<file path="src/rtl/quad_decoder_pkg.sv">
// Shared mode constants, Gray transition codes and decode helpers for the quadrature decoder.
package quad_decoder_pkg;

   localparam logic [1:0] QD_MODE_X1 = 2'd0;
   localparam logic [1:0] QD_MODE_X2 = 2'd1;
   localparam logic [1:0] QD_MODE_X4 = 2'd2;

   localparam int unsigned QD_INIT_CYCLES = 4;

   // Transition codes are {prev_a, prev_b, cur_a, cur_b}
   localparam logic [3:0] QD_UP_00_10 = 4'b0010;
   localparam logic [3:0] QD_UP_10_11 = 4'b1011;
   localparam logic [3:0] QD_UP_11_01 = 4'b1101;
   localparam logic [3:0] QD_UP_01_00 = 4'b0100;
   localparam logic [3:0] QD_DN_00_01 = 4'b0001;
   localparam logic [3:0] QD_DN_01_11 = 4'b0111;
   localparam logic [3:0] QD_DN_11_10 = 4'b1110;
   localparam logic [3:0] QD_DN_10_00 = 4'b1000;

   typedef enum logic [1:0] {
      QD_EV_NONE    = 2'd0,
      QD_EV_UP      = 2'd1,
      QD_EV_DOWN    = 2'd2,
      QD_EV_ILLEGAL = 2'd3
   } qd_event_e;

   function automatic qd_event_e qd_classify(input logic [3:0] code);
      qd_event_e ev;
      case (code)
         QD_UP_00_10, QD_UP_10_11, QD_UP_11_01, QD_UP_01_00: ev = QD_EV_UP;
         QD_DN_00_01, QD_DN_01_11, QD_DN_11_10, QD_DN_10_00: ev = QD_EV_DOWN;
         4'b0011, 4'b0110, 4'b1001, 4'b1100:                 ev = QD_EV_ILLEGAL;
         default:                                             ev = QD_EV_NONE;
      endcase
      return ev;
   endfunction

   // Whether a legal transition produces a count event in the given resolution
   function automatic logic qd_qualify(input logic [1:0] mode, input logic [3:0] code);
      logic q;
      case (mode)
         QD_MODE_X1: q = (code == QD_UP_00_10) || (code == QD_DN_10_00);
         QD_MODE_X2: q = (code == QD_UP_00_10) || (code == QD_UP_11_01) ||
                         (code == QD_DN_10_00) || (code == QD_DN_01_11);
         default:    q = (qd_classify(code) == QD_EV_UP) || (qd_classify(code) == QD_EV_DOWN);
      endcase
      return q;
   endfunction

endpackage

</file>
<file path="src/rtl/quad_decoder_debounce.sv">
// Two-flop synchroniser followed by a counting debouncer; init_i bypasses the debounce delay.
module quad_decoder_debounce #(
   parameter int unsigned N = 14
) (
   input  logic clk,
   input  logic rst,
   input  logic pin_i,
   input  logic init_i,
   output logic deb_o
);

   logic [1:0]   sync_q;
   logic         deb_q, deb_d;
   logic [N-1:0] dbc_q, dbc_d;

   always_ff @(posedge clk or negedge rst) begin
      if (!rst) begin
         sync_q <= '0;
         deb_q  <= 1'b0;
         dbc_q  <= '0;
      end else begin
         sync_q <= {sync_q[0], pin_i};
         deb_q  <= deb_d;
         dbc_q  <= dbc_d;
      end
   end

   // Counter only runs while the synchronised pin disagrees with the debounced value
   always_comb begin
      deb_d = deb_q;
      dbc_d = '0;
      if (init_i) begin
         deb_d = sync_q[1];
      end else if (sync_q[1] != deb_q) begin
         if (dbc_q == '1) deb_d = sync_q[1];
         else             dbc_d = dbc_q + N'(1);
      end
   end

   assign deb_o = deb_q;

endmodule

</file>
<file path="src/rtl/quad_decoder.sv">
// Quadrature encoder front end: debounced A/B, x1/x2/x4 decode, wrap/saturate position count, sticky error.
module quad_decoder
   import quad_decoder_pkg::*;
#(
   parameter int unsigned CNT_W      = 8,
   parameter int unsigned DEBOUNCE_N = 14,
   parameter bit          WRAP       = 1'b1
) (
   input  logic             clk,
   input  logic             rst,
   input  logic             a,
   input  logic             b,
   input  logic [1:0]       mode,
   input  logic             clr,
   input  logic             err_clr,
   output logic [CNT_W-1:0] cnt,
   output logic             step,
   output logic             dir,
   output logic             err
);

   localparam int unsigned INIT_W = $clog2(QD_INIT_CYCLES + 1);

   logic [INIT_W-1:0] init_q, init_d;
   logic              init_busy;
   logic              deb_a, deb_b;
   logic [1:0]        prev_q;
   logic [CNT_W-1:0]  cnt_q, cnt_d;
   logic              step_q, step_d;
   logic              dir_q, dir_d;
   logic              err_q, err_d;
   logic [3:0]        code;
   qd_event_e         ev;
   logic              qual;

   assign init_busy = (init_q != INIT_W'(QD_INIT_CYCLES));

   quad_decoder_debounce #(.N(DEBOUNCE_N)) u_deb_a (
      .clk    (clk),
      .rst    (rst),
      .pin_i  (a),
      .init_i (init_busy),
      .deb_o  (deb_a)
   );

   quad_decoder_debounce #(.N(DEBOUNCE_N)) u_deb_b (
      .clk    (clk),
      .rst    (rst),
      .pin_i  (b),
      .init_i (init_busy),
      .deb_o  (deb_b)
   );

   always_ff @(posedge clk or negedge rst) begin
      if (!rst) begin
         init_q <= '0;
         prev_q <= 2'b00;
         cnt_q  <= '0;
         step_q <= 1'b0;
         dir_q  <= 1'b0;
         err_q  <= 1'b0;
      end else begin
         init_q <= init_d;
         prev_q <= {deb_a, deb_b};
         cnt_q  <= cnt_d;
         step_q <= step_d;
         dir_q  <= dir_d;
         err_q  <= err_d;
      end
   end

   assign code = {prev_q, deb_a, deb_b};
   assign ev   = qd_classify(code);
   assign qual = qd_qualify(mode, code);

   // Decode and count; suppressed until the INIT window has settled prev onto the pins
   always_comb begin
      init_d = init_busy ? init_q + INIT_W'(1) : init_q;
      cnt_d  = cnt_q;
      step_d = 1'b0;
      dir_d  = dir_q;
      err_d  = err_q & ~err_clr;
      if (!init_busy) begin
         if (ev == QD_EV_ILLEGAL) begin
            err_d = 1'b1;
         end else if (qual) begin
            step_d = 1'b1;
            dir_d  = (ev == QD_EV_UP);
            if (ev == QD_EV_UP) begin
               if (WRAP || cnt_q != '1) cnt_d = cnt_q + CNT_W'(1);
            end else begin
               if (WRAP || cnt_q != '0) cnt_d = cnt_q - CNT_W'(1);
            end
         end
      end
      if (clr) cnt_d = '0;
   end

   assign cnt  = cnt_q;
   assign step = step_q;
   assign dir  = dir_q;
   assign err  = err_q;

endmodule
</file>
<file path="config.mk">
export PLATFORM = sky130hd
export DESIGN_NAME = quad_decoder
export DESIGN_NICKNAME = d
export VERILOG_FILES = /design/src/rtl/quad_decoder_pkg.sv /design/src/rtl/quad_decoder_debounce.sv /design/src/rtl/quad_decoder.sv
export SDC_FILE = /design/constraint.sdc
export NUM_CORES = 1
export LEC_CHECK = 0
export BUFFER_PORTS_ARGS = -buffer_cell sky130_fd_sc_hd__clkbuf_2
export CAP_MARGIN = 10
export CORE_MARGIN = 1
export CORE_UTILIZATION = 54
export DETAILED_ROUTE_END_ITERATION = 8
export GPL_ROUTABILITY_DRIVEN = 0
export GPL_TIMING_DRIVEN = 0
export HOLD_SLACK_MARGIN = 0.06
export PLACE_DENSITY = 0.83
export SETUP_SLACK_MARGIN = 0.3
export SLEW_MARGIN = 20
export SYNTH_ARGS = -nofsm -noshare
export SYNTH_HDL_FRONTEND = slang
export SYNTH_SLANG_ARGS = --single-unit
</file>
<file path="constraint.sdc">
create_clock -name clk -period 2.9 [get_ports clk]
set_input_delay 0.435 -clock clk [delete_from_list [all_inputs] [get_ports clk]]
set_output_delay 0.435 -clock clk [all_outputs]
set_load 0.01 [all_outputs]
</file>
==> flow_summary.ini <==
[clock_tree]
insertion_delay_ns = 0.30
cts.sinks = 50
ctsHoldBuffers = 0
cts_tree = done
htreeDepth = 2
path_clk_slew_ns = 0.09
cts_root_buf = clkbuf_8
clockBufferDepth = 2
cts_buffers = 5

[final_layout]
final_cell_mix = 50 x dfrtp_1, 39 x nor2_1, 22 x nand2_1
diodes = 0
layout.nets = 305
area_delta_synth_final_pct = 18.3
drive_gt1_share_pct = 19.6
fin_util_pct = 67.8
stdcell_count = 337
final_common_cell = dfrtp_1
fillers = 327

[worst_setup_path]
path_delay_family = compound AO/OA/AOI/OAI gates
critPathLaunchType = register
critPathMaxStageDelay_ns = 0.39
cp_max_fo = 8
cp.depth = 12
worst-endpoint-required_ns = 3.09
r2r_setup_slack_ns = 0.09
critPathBufInv = 3
crit_path_end = cnt[7]
startpoint = u_deb_a.deb_o
cp-end-kind = register
path_cells = buf_6 -> buf_12 -> o211ai_1 -> o21ai_2 -> ha_4 -> clkinv_8 -> ha_4 -> o211ai_1 -> o21ai_1 -> a311o_1 -> a21oi_2 -> mux2_2
rr_endpoint = cnt[7]
worst_r2r_path_depth = 12
r2r-start = u_deb_a.deb_o
criticalPathCategory = register to register
worstPathArrival_ns = 3.00
slowest_stage = dfrtp_1

[synthesis]
yosysWarnings = 0
synth_area_per_cell_um2 = 10.0
syn_area_um2 = 2530
ys_ff_latch = 50
syn-num-nets = 273
ys_types = 35
yosysSeqAreaShare_pct = 49.5
postSynthCellCount = 252

[placement]
numPortBuffers = 17
dp_cells = 321
dpl.hpwl_mm = 3.06

[grt]
grt_pass1_vias = 1791
grt_use_total_pct = 19.5
grt_pass1_wl_mm = 7.62
antenna_found_initial = 0
grt_max_degree = 51
overflow = 0

[sta]
min_period_over_period_pct = 96.9
drv_slew = 0
tightest_slew_ns = 0.672
hold_ws_ns = 0.181
hold_viol = 0
timing.fmax_ghz = 0.356
rsz0062_at_grt = true
post-route-min-period_ns = 2.81
relSlewSlack_pct = 55.2
fin_skew_ns = 0.00937
fin_setup_tns_ns = 0
setup_viol = 0

[power_and_ir_drop]
swShare_pct = 30.2
clockPowerShare_pct = 24.0
leakage_nw = 1.41
pwr-share-seq_pct = 46.6
vdd_ir_drop_max_mv = 0.295
power_w = 0.00171
comb_power_share_pct = 29.3
power_density_nw_per_um2 = 570
internal-power_w = 0.00119
p_switching_w = 0.000516

[floorplanning]
fp.dieArea_um2 = 4960
ios = 19
initial_utilization_pct = 57.3
die_h_um = 70.4
rows = 24
core-area_um2 = 4410
die_w_um = 70.4

[detailed_routing]
via_count = 1819
first_pass_iters = 4
via_per_inst = 5.40
avgRoutedWirePerCell_um = 13.7
routed_wirelength_mm = 4.62
drt-initial-drc-count = 90
drcViolationCount = 0
ant_nets = 0

[run_status]
outcome = complete, no violations

[worst_hold_path]
hp-class = input pin to asynchronous set/reset pin

[flow_run]
cap_violations = 0
## Yosys cell counts
master    instances  area, um^2
and2_1            1        6.26
dfrtp_1          50        1250
o211ai_1          3        22.5
or2_0             1        6.26
buf_1             1        3.75
xor2_1           21         184
nor2b_1           3        18.8
o21a_1            3        22.5
a311o_1           1        10.0
nand3_1          14        70.1
ha_1             12         150
a211oi_1          1        7.51
nand2b_1          1        6.26
nor2_1           39         146
nand4_1           6        37.5
nor3_1            4        20.0
fa_1              1        20.0
o21ai_0           8        40.0
mux2_2            3        33.8
a211o_1           2        17.5
and3_1            6        37.5
nand2_1          23        86.3
inv_1            13        48.8
o41ai_2           1        16.3
a211o_2           1        10.0
clkbuf_1          3        11.3
and4_1            2        17.5
mux2i_1           5        50.1
nand3b_1          1        7.51
a21o_1            1        7.51
buf_2             1        5.00
o31a_1            1        8.76
xnor2_1          11        96.3
a21oi_1           6        30.0
buf_6             2        22.5
## worst min-delay path by stage
stage                                 start  slack (ns)  cells after the start                end
after detailed placement  u_deb_b.sync_q[0]        0.34                      0  u_deb_b.sync_q[1]
after global placement    u_deb_b.sync_q[0]        0.34                      0  u_deb_b.sync_q[1]
after global routing                    rst        0.23                      1             cnt[4]
after floorplan                         rst        0.14                      0             cnt[0]
final                                   rst        0.18                      1                err
after CTS                               rst        0.21                      1                err
## what timing repair did
action / 4_1_cts / 5_1_grt
pin swaps: 7 / 6
endpoints found under the hold margin: 0 / 0
setup endpoints to repair: 1 / 4
gates cloned: 0 / 0
buffers inserted: 5 / 3
resized for setup: 6 / 10
## registers in the layout (all words and copies together), names as in the netlist
signal,flops
u_deb_a.dbc_q,14
u_deb_b.dbc_q,14
cnt,8
init_q,3
prev_q,2
u_deb_a.sync_q,2
u_deb_b.sync_q,2
dir,1
err,1
step,1
u_deb_a.deb_o,1
u_deb_b.deb_o,1
## cells by family (layout without fill, tap and decap cells)
group | Yosys count | after routing | synth area share, %
buffers and inverters | 20 | 53 | 3.61
muxes | 8 | 8 | 3.31
and+or+nand+nor | 101 | 101 | 18.2
DFF | 50 | 50 | 49.5
AOI/OAI and AO/OA | 28 | 28 | 7.62
adders and majority gates | 13 | 13 | 6.73
xor gates and xnor gates | 32 | 32 | 11.1
## power groups by stage
stage	combinational [W]	sequential (W)	clock (W)
2_1_floorplan	0.000297	0.000814	0
3_3_place_gp	0.000398	0.000804	0
3_5_place_dp	0.000414	0.000806	0
4_1_cts	0.000461	0.000793	0.000425
5_1_grt	0.000553	0.000803	0.000456
6_report	0.000500	0.000796	0.000410
## per-stage QoR
stage / setup WS [ns] / instance area (um^2)
2_1_floorplan: 0.326 / 2600
3_3_place_gp: 0.129 / 2750
3_5_place_dp: 0.0488 / 2760
4_1_cts: 0.227 / 2920
5_1_grt: 0.0211 / 2990
6_report: 0.0900 / 2990
## per-layer routing
metal / vias up / GRT usage, % / wire (um)
li1: 912 / - / -
met1: 864 / 24.8 / 2160
met2: 37 / 32.0 / 2250
met3: 6 / 5.05 / 149
met4: 0 / 6.89 / 59
met5: - / 0 / 0
## cell type report
| cell class | count | area, um^2 | area share (%) |
|---|---|---|---|
| plain buffers | 7 | 48.8 | 1.63 |
| clock buffers | 7 | 86.3 | 2.88 |
| clock inverters | 1 | 5.00 | 0.167 |
| inverters | 13 | 61.3 | 2.05 |
| multi-input cells | 182 | 1310 | 43.7 |
| flip-flops and latches | 50 | 1250 | 41.8 |
| well taps | 52 | 65.1 | 2.17 |
| repair buffers | 25 | 168 | 5.60 |
## worst reg2reg max path: cells and delay by family (launching register included)
kind                     cells  cell delay, ns
multiplexers                 1            0.35
buffers and inverters        3            0.34
AO/OA/AOI/OAI                6            1.21
adder cells (fa/ha/maj)      2            0.41
flip-flops                   1            0.39
Power figures use the tool's default switching activity.
